**config.mk**
```make
export PLATFORM = sky130hd
export DESIGN_NAME = rf_wb_arbiter_flat
export DESIGN_NICKNAME = d
export VERILOG_FILES = /design/src/rtl/rf_wb_arbiter_if.sv /design/src/rtl/rf_wb_arbiter.sv /design/src/flat_wrapper.sv
export SDC_FILE = /design/constraint.sdc
export NUM_CORES = 1
export LEC_CHECK = 0
export BUFFER_PORTS_ARGS = -buffer_cell sky130_fd_sc_hd__clkbuf_2
export CAP_MARGIN = 20
export CORE_ASPECT_RATIO = 0.7
export CORE_MARGIN = 2
export CORE_UTILIZATION = 44
export DETAILED_ROUTE_END_ITERATION = 6
export MAX_ROUTING_LAYER = met4
export PLACE_DENSITY = 0.77
export REMOVE_ABC_BUFFERS = 1
export SETUP_SLACK_MARGIN = 0.02
export SYNTH_ARGS = -nofsm -noshare
export SYNTH_HDL_FRONTEND = slang
export SYNTH_SLANG_ARGS = --single-unit
```
**constraint.sdc**
```tcl
create_clock -name clk -period 1.33 [get_ports clk]
set_input_delay 0.0665 -clock clk [delete_from_list [all_inputs] [get_ports clk]]
set_output_delay 0.0665 -clock clk [all_outputs]
set_load 0.03 [all_outputs]
```
**src/rtl/rf_wb_arbiter_if.sv**
```systemverilog
// Bus bundle between the writeback sources, decode, the register file write port
// and rf_wb_arbiter.
interface rf_wb_arbiter_if;
    logic        a_valid;
    logic [4:0]  a_waddr;
    logic [31:0] a_wdata;
    logic        a_ready;
    logic        b_valid;
    logic [4:0]  b_waddr;
    logic [31:0] b_wdata;
    logic        b_ready;
    logic        alloc_valid;
    logic [4:0]  alloc_addr;
    logic [4:0]  q_addr1;
    logic [4:0]  q_addr2;
    logic        q_busy1;
    logic        q_busy2;
    logic        rf_wen;
    logic [4:0]  rf_waddr;
    logic [31:0] rf_wdata;

    // Arbiter side.
    modport slave (
        input  a_valid, a_waddr, a_wdata,
        output a_ready,
        input  b_valid, b_waddr, b_wdata,
        output b_ready,
        input  alloc_valid, alloc_addr, q_addr1, q_addr2,
        output q_busy1, q_busy2,
        output rf_wen, rf_waddr, rf_wdata
    );

    // Source/decode side.
    modport master (
        output a_valid, a_waddr, a_wdata,
        input  a_ready,
        output b_valid, b_waddr, b_wdata,
        input  b_ready,
        output alloc_valid, alloc_addr, q_addr1, q_addr2,
        input  q_busy1, q_busy2,
        input  rf_wen, rf_waddr, rf_wdata
    );
endinterface

```
**src/rtl/rf_wb_arbiter.sv**
```systemverilog
// Register-file write-port arbiter (pipeline port A vs long-latency port B) with a
// pending-write scoreboard for decode RAW hazard detection.
module rf_wb_arbiter #(
    parameter int unsigned MAX_WAIT = 4,
    parameter int unsigned CNT_W    = 4
) (
    input logic           clk,
    input logic           reset,
    rf_wb_arbiter_if.slave bus
);

    localparam logic [CNT_W-1:0] MaxWaitCnt = CNT_W'(MAX_WAIT);

    logic [CNT_W-1:0] wait_cnt_q, wait_cnt_d;
    logic             starve;
    logic             a_acc, b_acc;
    logic             wen_d;
    logic [4:0]       waddr_d;
    logic [31:0]      wdata_d;
    logic [31:0]      pending_q, pending_d;
    logic             rf_wen_q;
    logic [4:0]       rf_waddr_q;
    logic [31:0]      rf_wdata_q;

    // A wins by default; a starved B takes the port. Ready never looks at own valid.
    assign starve      = (wait_cnt_q == MaxWaitCnt);
    assign bus.a_ready = !(bus.b_valid && starve);
    assign bus.b_ready = !bus.a_valid || starve;
    assign a_acc       = bus.a_valid && bus.a_ready;
    assign b_acc       = bus.b_valid && bus.b_ready;

    // Count cycles B has been waiting, saturating at the starvation threshold.
    always_comb begin
        wait_cnt_d = wait_cnt_q;
        if (!bus.b_valid || b_acc) begin
            wait_cnt_d = '0;
        end else if (!starve) begin
            wait_cnt_d = wait_cnt_q + CNT_W'(1);
        end
    end

    // Select the accepted request; r0 completes the handshake but never writes.
    always_comb begin
        if (b_acc) begin
            waddr_d = bus.b_waddr;
            wdata_d = bus.b_wdata;
        end else begin
            waddr_d = bus.a_waddr;
            wdata_d = bus.a_wdata;
        end
        wen_d = (a_acc || b_acc) && (waddr_d != 5'd0);
    end

    // Scoreboard update: clear on the register-file write edge, set on alloc (set wins).
    always_comb begin
        pending_d = pending_q;
        if (rf_wen_q) begin
            pending_d[rf_waddr_q] = 1'b0;
        end
        if (bus.alloc_valid) begin
            pending_d[bus.alloc_addr] = 1'b1;
        end
        pending_d[0] = 1'b0;
    end

    // State registers with synchronous reset.
    always_ff @(posedge clk) begin
        if (reset) begin
            wait_cnt_q <= '0;
            pending_q  <= '0;
            rf_wen_q   <= 1'b0;
            rf_waddr_q <= 5'd0;
            rf_wdata_q <= 32'd0;
        end else begin
            wait_cnt_q <= wait_cnt_d;
            pending_q  <= pending_d;
            rf_wen_q   <= wen_d;
            rf_waddr_q <= waddr_d;
            rf_wdata_q <= wdata_d;
        end
    end

    assign bus.rf_wen   = rf_wen_q;
    assign bus.rf_waddr = rf_waddr_q;
    assign bus.rf_wdata = rf_wdata_q;
    assign bus.q_busy1  = pending_q[bus.q_addr1];
    assign bus.q_busy2  = pending_q[bus.q_addr2];

endmodule

```
**src/flat_wrapper.sv**
```systemverilog
// flat-port wrapper written by rule: the top's interface ports become plain ports
module rf_wb_arbiter_flat 
#(
    parameter int unsigned MAX_WAIT = 4,
    parameter int unsigned CNT_W    = 4
)
  (clk, reset, bus_a_valid, bus_a_waddr, bus_a_wdata, bus_a_ready, bus_b_valid, bus_b_waddr, bus_b_wdata, bus_b_ready, bus_alloc_valid, bus_alloc_addr, bus_q_addr1, bus_q_addr2, bus_q_busy1, bus_q_busy2, bus_rf_wen, bus_rf_waddr, bus_rf_wdata);
  rf_wb_arbiter_if bus_i ();
  input logic clk;
  input logic reset;
  input wire logic [$bits(bus_i.a_valid)-1:0] bus_a_valid;
  input wire logic [$bits(bus_i.a_waddr)-1:0] bus_a_waddr;
  input wire logic [$bits(bus_i.a_wdata)-1:0] bus_a_wdata;
  output wire logic [$bits(bus_i.a_ready)-1:0] bus_a_ready;
  input wire logic [$bits(bus_i.b_valid)-1:0] bus_b_valid;
  input wire logic [$bits(bus_i.b_waddr)-1:0] bus_b_waddr;
  input wire logic [$bits(bus_i.b_wdata)-1:0] bus_b_wdata;
  output wire logic [$bits(bus_i.b_ready)-1:0] bus_b_ready;
  input wire logic [$bits(bus_i.alloc_valid)-1:0] bus_alloc_valid;
  input wire logic [$bits(bus_i.alloc_addr)-1:0] bus_alloc_addr;
  input wire logic [$bits(bus_i.q_addr1)-1:0] bus_q_addr1;
  input wire logic [$bits(bus_i.q_addr2)-1:0] bus_q_addr2;
  output wire logic [$bits(bus_i.q_busy1)-1:0] bus_q_busy1;
  output wire logic [$bits(bus_i.q_busy2)-1:0] bus_q_busy2;
  output wire logic [$bits(bus_i.rf_wen)-1:0] bus_rf_wen;
  output wire logic [$bits(bus_i.rf_waddr)-1:0] bus_rf_waddr;
  output wire logic [$bits(bus_i.rf_wdata)-1:0] bus_rf_wdata;
  assign bus_i.a_valid = bus_a_valid;
  assign bus_i.a_waddr = bus_a_waddr;
  assign bus_i.a_wdata = bus_a_wdata;
  assign bus_a_ready = bus_i.a_ready;
  assign bus_i.b_valid = bus_b_valid;
  assign bus_i.b_waddr = bus_b_waddr;
  assign bus_i.b_wdata = bus_b_wdata;
  assign bus_b_ready = bus_i.b_ready;
  assign bus_i.alloc_valid = bus_alloc_valid;
  assign bus_i.alloc_addr = bus_alloc_addr;
  assign bus_i.q_addr1 = bus_q_addr1;
  assign bus_i.q_addr2 = bus_q_addr2;
  assign bus_q_busy1 = bus_i.q_busy1;
  assign bus_q_busy2 = bus_i.q_busy2;
  assign bus_rf_wen = bus_i.rf_wen;
  assign bus_rf_waddr = bus_i.rf_waddr;
  assign bus_rf_wdata = bus_i.rf_wdata;
  rf_wb_arbiter #(.MAX_WAIT(MAX_WAIT), .CNT_W(CNT_W)) u_core (.clk(clk), .reset(reset), .bus(bus_i));
endmodule
```
# Word-level counts from Yosys, hierarchy flattened
# Index checks and enable logic that the tools add are counted.
[op_classes]
n_bitwise = 3
muxes = 12
order_cmp = 6
eq_ne = 1
add_sub_neg = 1
reduce_logical = 14
[op_table]
columns = ["op", "n"]
rows = [
  ["$mux 32", 3],
  ["$and 32x32->32", 1],
  ["$not 32->32", 1],
  ["$or 32x32->32", 1],
  ["$lt 5x6->1 const B", 4],
  ["$bmux 1 s5", 2],
  ["$demux 1 s5", 2],
  ["$ge 5x1->1 const B", 2],
  ["$logic_and 1x1->1", 6],
  ["$mux 5", 1],
  ["$reduce_bool 5->1", 1],
  ["$add 4x1->4 const B", 1],
  ["$eq 4x3->1 const B", 1],
  ["$mux 1", 4],
  ["$logic_not 1->1", 3],
  ["$logic_or 1x1->1", 3],
  ["$reduce_or 2->1", 1],
]
[totals]
output_inout_bits = 42
word_cells = 43
inputBits = 94
ff_bits = 74

# Logic depth before layout (Yosys ltp)
[depth]
depth_word = 9
ltp_mapped = 8
depth_no_buf = 6

# Worst setup path before layout
# Ideal clock, no wire load.
[synth_path]
path_kind = "reg2reg"
start = "register u_core.wait_cnt_q[0]"
end = "register u_core.rf_waddr_q[4] (netlist: u_core.bus.rf_waddr[4])"
t_required_ns = 1.260
setup_time_ns = 0.070
path_buffers = 1
arrival_ns = 1.370
synth_period_minus_slack_ns = 1.441
path_slack_ns = -0.111
stages_incl_launch_ff = 8
path_cell_list = "dfxtp_1 inv_1 ha_1 and3b_1 o21ai_4 buf_6 nand2_1 a21oi_1"
[synth_via]
elab_chain_len = 4
[synth_lines]
columns = ["element", "line_no", "rtl"]
rows = [
  ["from (decl)", "rf_wb_arbiter.sv:14", "logic [CNT_W-1:0] wait_cnt_q, wait_cnt_d;"],
  ["from (signal assigned)", "rf_wb_arbiter.sv:75", "wait_cnt_q <= wait_cnt_d;"],
  ["$eq 4x3->1", "rf_wb_arbiter.sv:26", "assign starve = (wait_cnt_q == MaxWaitCnt);"],
  ["$logic_or 1x1->1", "rf_wb_arbiter.sv:28", "assign bus.b_ready = !bus.a_valid || starve;"],
  ["$logic_and 1x1->1", "rf_wb_arbiter.sv:30", "assign b_acc = bus.b_valid && bus.b_ready;"],
  ["$mux 5", "rf_wb_arbiter.sv:44", "if (b_acc) begin"],
  ["to (signal assigned)", "rf_wb_arbiter.sv:78", "rf_waddr_q <= waddr_d;"],
  ["to (decl)", "rf_wb_arbiter.sv:22", "logic [4:0] rf_waddr_q;"],
]
# No other way between the ends.
# A chain may end at the register's enable or synchronous reset.

# Worst setup path after layout
[layout_path]
start = "register u_core.pending_q[27]"
end = "output bus_q_busy1"
[layout_via]
elab_chain_len = 2
[layout_lines]
columns = ["element", "line_no", "rtl"]
rows = [
  ["from (decl)", "rf_wb_arbiter.sv:20", "logic [31:0] pending_q, pending_d;"],
  ["from (signal assigned)", "rf_wb_arbiter.sv:76", "pending_q <= pending_d;"],
  ["$bmux 1 s5", "rf_wb_arbiter.sv:86", "assign bus.q_busy1 = pending_q[bus.q_addr1];"],
  ["$mux 1 (not written as such)", "rf_wb_arbiter.sv:86", ""],
  ["to (decl)", "flat_wrapper.sv:23", "output wire logic [$bits(bus_i.q_busy1)-1:0] bus_q_busy1;"],
]
# No other way between the ends. The select of a mux whose other input is x is not followed.

==> flow_metrics.tcl <==
set metrics [dict create \
    r2r_slack_ns -0.57 \
    remaining_drc_errors 46 \
    yosysMostFrequentCell "nand2_1" \
    synth.top_cell.area_share 0.4277 \
    synth.top_cells.by_count "nand2_1 (114), a21oi_1 (76), dfxtp_1 (73), o21ai_0 (32), mux2i_1 (18)" \
    cts.sinks 73 \
    finalHoldWorstSlack_ns 0.1183 \
    worst_r2r_path_depth 9 \
    cp_slowest_cell "mux2i_1" \
    root_buffer "clkbuf_8" \
    crit_family "multiplexers" \
    power.density_mw_per_mm2 944.9 \
    vias_per_cell 6.543 \
    cts_tree "yes" \
    syn2layout_area_growth_pct 76.49 \
    drv_cap 0 \
    synth_edf_count 0 \
    violations "DRC, setup timing" \
    drtAntennaViolNets 0 \
    power.internal_uw 3861 \
    worst_pin_slew_ns 0.7348 \
    synth_area_leaders "dfxtp_1 (43%), nand2_1 (13%), a21oi_1 (11%), mux2i_1 (5.3%), o21ai_0 (4.7%)" \
    fin_crit_ns 2.041 \
    holdPathEnd "u_core.bus.rf_wen" \
    die_h_um 77.73 \
    yosysSeqAreaShare 0.4277 \
    wl_per_cell_um 26.50 \
    peakVddDrop_mv 0.7506 \
    rsz0062_at_grt "yes" \
    start_util 0.4607 \
    switching_share 0.3225 \
    drtIter0Drc 952 \
    syn_area_mm2 0.003417 \
    htreeDepth 3 \
    portBuffers 135 \
    cp.required_ns 1.26 \
    grt_pass1_vias 4930 \
    ios 136 \
    worstSetupEndpointType "output port" \
    drive_above_1_share 0.4500 \
    setup_slack_ns -0.7111 \
    fin_worst_skew_ns 0.01530 \
    syn_inst 419 \
    ys_warn_count 0 \
    criticalPathCategory "reg2out" \
    hp-start "bus_a_valid" \
    status "finished with violations" \
    power_frac_comb 0.253 \
    startpoint "u_core.pending_q[27]" \
    slew_violations 0 \
    cp-start-kind "flop" \
    synth_ff_type "dfxtp_1" \
    r2r_start "u_core.wait_cnt_q[1]" \
    core_area_mm2 0.007417 \
    grt_max_degree 46 \
    grt_util_all_layers 0.4234 \
    r2r-end "u_core.bus.rf_wdata[11]" \
    yosysTopAreaCell "dfxtp_1" \
    pre_cts_ws_ns -0.1462 \
    fin_cells 761 \
    routed_wl_um 20170 \
    ys_ff_latch 73 \
    finalCritPeriodShare 1.535 \
    power.switching_uw 1838 \
    seq_power_share 0.410 \
    critPathMaxFanout 3 \
    dr.pass1.iters 7 \
    crit_arrival_ns 1.97 \
    hpwl_um 7890 \
    post_synth.cell_area_avg_um2 8.155 \
    insertion_delay_ns 0.37 \
    crit_chain "mux2i_1 > nand3_1 > nand3_1 > nand4_1 > clkbuf_8" \
    path_clk_slew_ns 0.08 \
    dieArea_mm2 0.008498 \
    holdPathStages 3 \
    async_flop_share 0 \
    hold_viol 0 \
    vias 4979 \
    antenna_found_initial 3 \
    gp_congestion 0.9120 \
    critPathMaxStageDelay_ns 0.60 \
    rows 26 \
    path_buf_inv 1 \
    grt_pass1_wl_um 25940 \
    layout.nets 751 \
    setup_tns_ns -22.77 \
    synth.distinct_cells 35 \
    fmax_ghz 0.4899 \
    p_leak_uw 0.002586 \
    setup_viol 53 \
    p_clk_frac 0.337 \
    crit_top_cell "nand3_1" \
    ctsLongestPathBuffers 2 \
    overflow 0 \
    hp-class "in2reg" \
    die_w_um 109.3 \
    cts_buffers 9 \
    max_slew_margin 0.4961 \
    numPlacedInstances 649 \
]
how the worst max path moves through the flow:
stage               depth (start not counted)  slack [ns]                 endpoint
finish                                      5       -0.71              bus_q_busy1
global route                                5       -0.67              bus_q_busy1
CTS                                         5       -0.44              bus_q_busy1
detailed placement                          7       -0.15  u_core.bus.rf_wdata[10]
global placement                            5       -0.06              bus_q_busy1
floorplan                                   6       -1.15        u_core.bus.rf_wen
placed cells by master (no fill, tap or decap), drive strengths merged, types with 6 or more instances in the layout:
cell type / count
nand2: 114
o21ai: 33
a21oi: 76
buf: 41
clkbuf: 144
nand3: 11
nand3b: 6
dlygate4sd3: 74
nor2: 10
mux2i: 18
inv: 6
mux4: 6
dfxtp: 73
routing by layer:
| metal | routed length [um] | global-route usage | vias to the layer above |
|---|---|---|---|
| met3 | 2858 | 0.1294 | 244 |
| met4 | 2238 | 0.3430 | 0 |
| met2 | 8691 | 0.6512 | 519 |
| met1 | 6381 | 0.4465 | 2287 |
| met5 | 0 | - | - |
| li1 | - | - | 1929 |
registers in the layout, indices dropped and copies added, names as in the netlist:
| name | cells |
|---|---|
| u_core.bus.rf_wen | 1 |
| u_core.bus.rf_waddr | 5 |
| u_core.wait_cnt_q | 4 |
| u_core.bus.rf_wdata | 32 |
| u_core.pending_q | 31 |
cell type report:
type                    instances  area [um^2]
flip-flops and latches         73         1473
fillers                       375         1386
clock buffers                  11        151.4
repair buffers                248         1898
clock inverters                 5        62.56
diodes                          3        7.507
multi-input cells             318         2297
inverters                       5        18.77
well taps                      98        122.6
power by group through the flow:
stage | clock network, uW | logic [uW] | registers, uW
after detailed placement | 0 | 836 | 2370
after global routing | 1970 | 1480 | 2340
after global placement | 0 | 820 | 2360
after CTS | 1870 | 1210 | 2320
after floorplan | 0 | 260 | 2520
final | 1920 | 1440 | 2340
stage by stage:
stage	util	area, um^2	power (uW)
2_1_floorplan	-	3262	2777
3_3_place_gp	0.5715	4239	3182
3_5_place_dp	0.5715	4239	3202
4_1_cts	0.7826	5804	5402
5_1_grt	0.8131	6031	5787
6_report	0.8131	6031	5698
logic make-up (layout without fill, tap and decap cells):
logic type,count (synthesis),after routing,share of synthesized area
AND/OR/NAND/NOR,169,169,0.2245
AO/OA/AOI/OAI,121,121,0.1900
flip-flops,73,73,0.4277
buffers and inverters,28,269,0.05090
multiplexers,24,24,0.09447
adder cells (fa/ha/maj),2,2,0.007322
XOR/XNOR,2,2,0.005127
other,0,3,0
worst register-to-register path: stages, from the launching register on:
cell     delay, ns
dfxtp_2       0.35
inv_2         0.10
ha_4          0.20
and3b_2       0.23
buf_6         0.13
o21ai_4       0.25
buf_6         0.18
buf_16        0.17
nand2_4       0.07
a21oi_4       0.16
what timing repair did:
| action | CTS | global route |
|---|---|---|
| setup buffers | 11 | 11 |
| hold endpoints to repair | 37 | 0 |
| hold buffers | 74 | 0 |
| gates cloned | 3 | 0 |
| pin swaps | 80 | 15 |
| endpoints found under the setup margin | 43 | 66 |
| resized for setup | 130 | 57 |
Power figures use the tool's default switching activity.
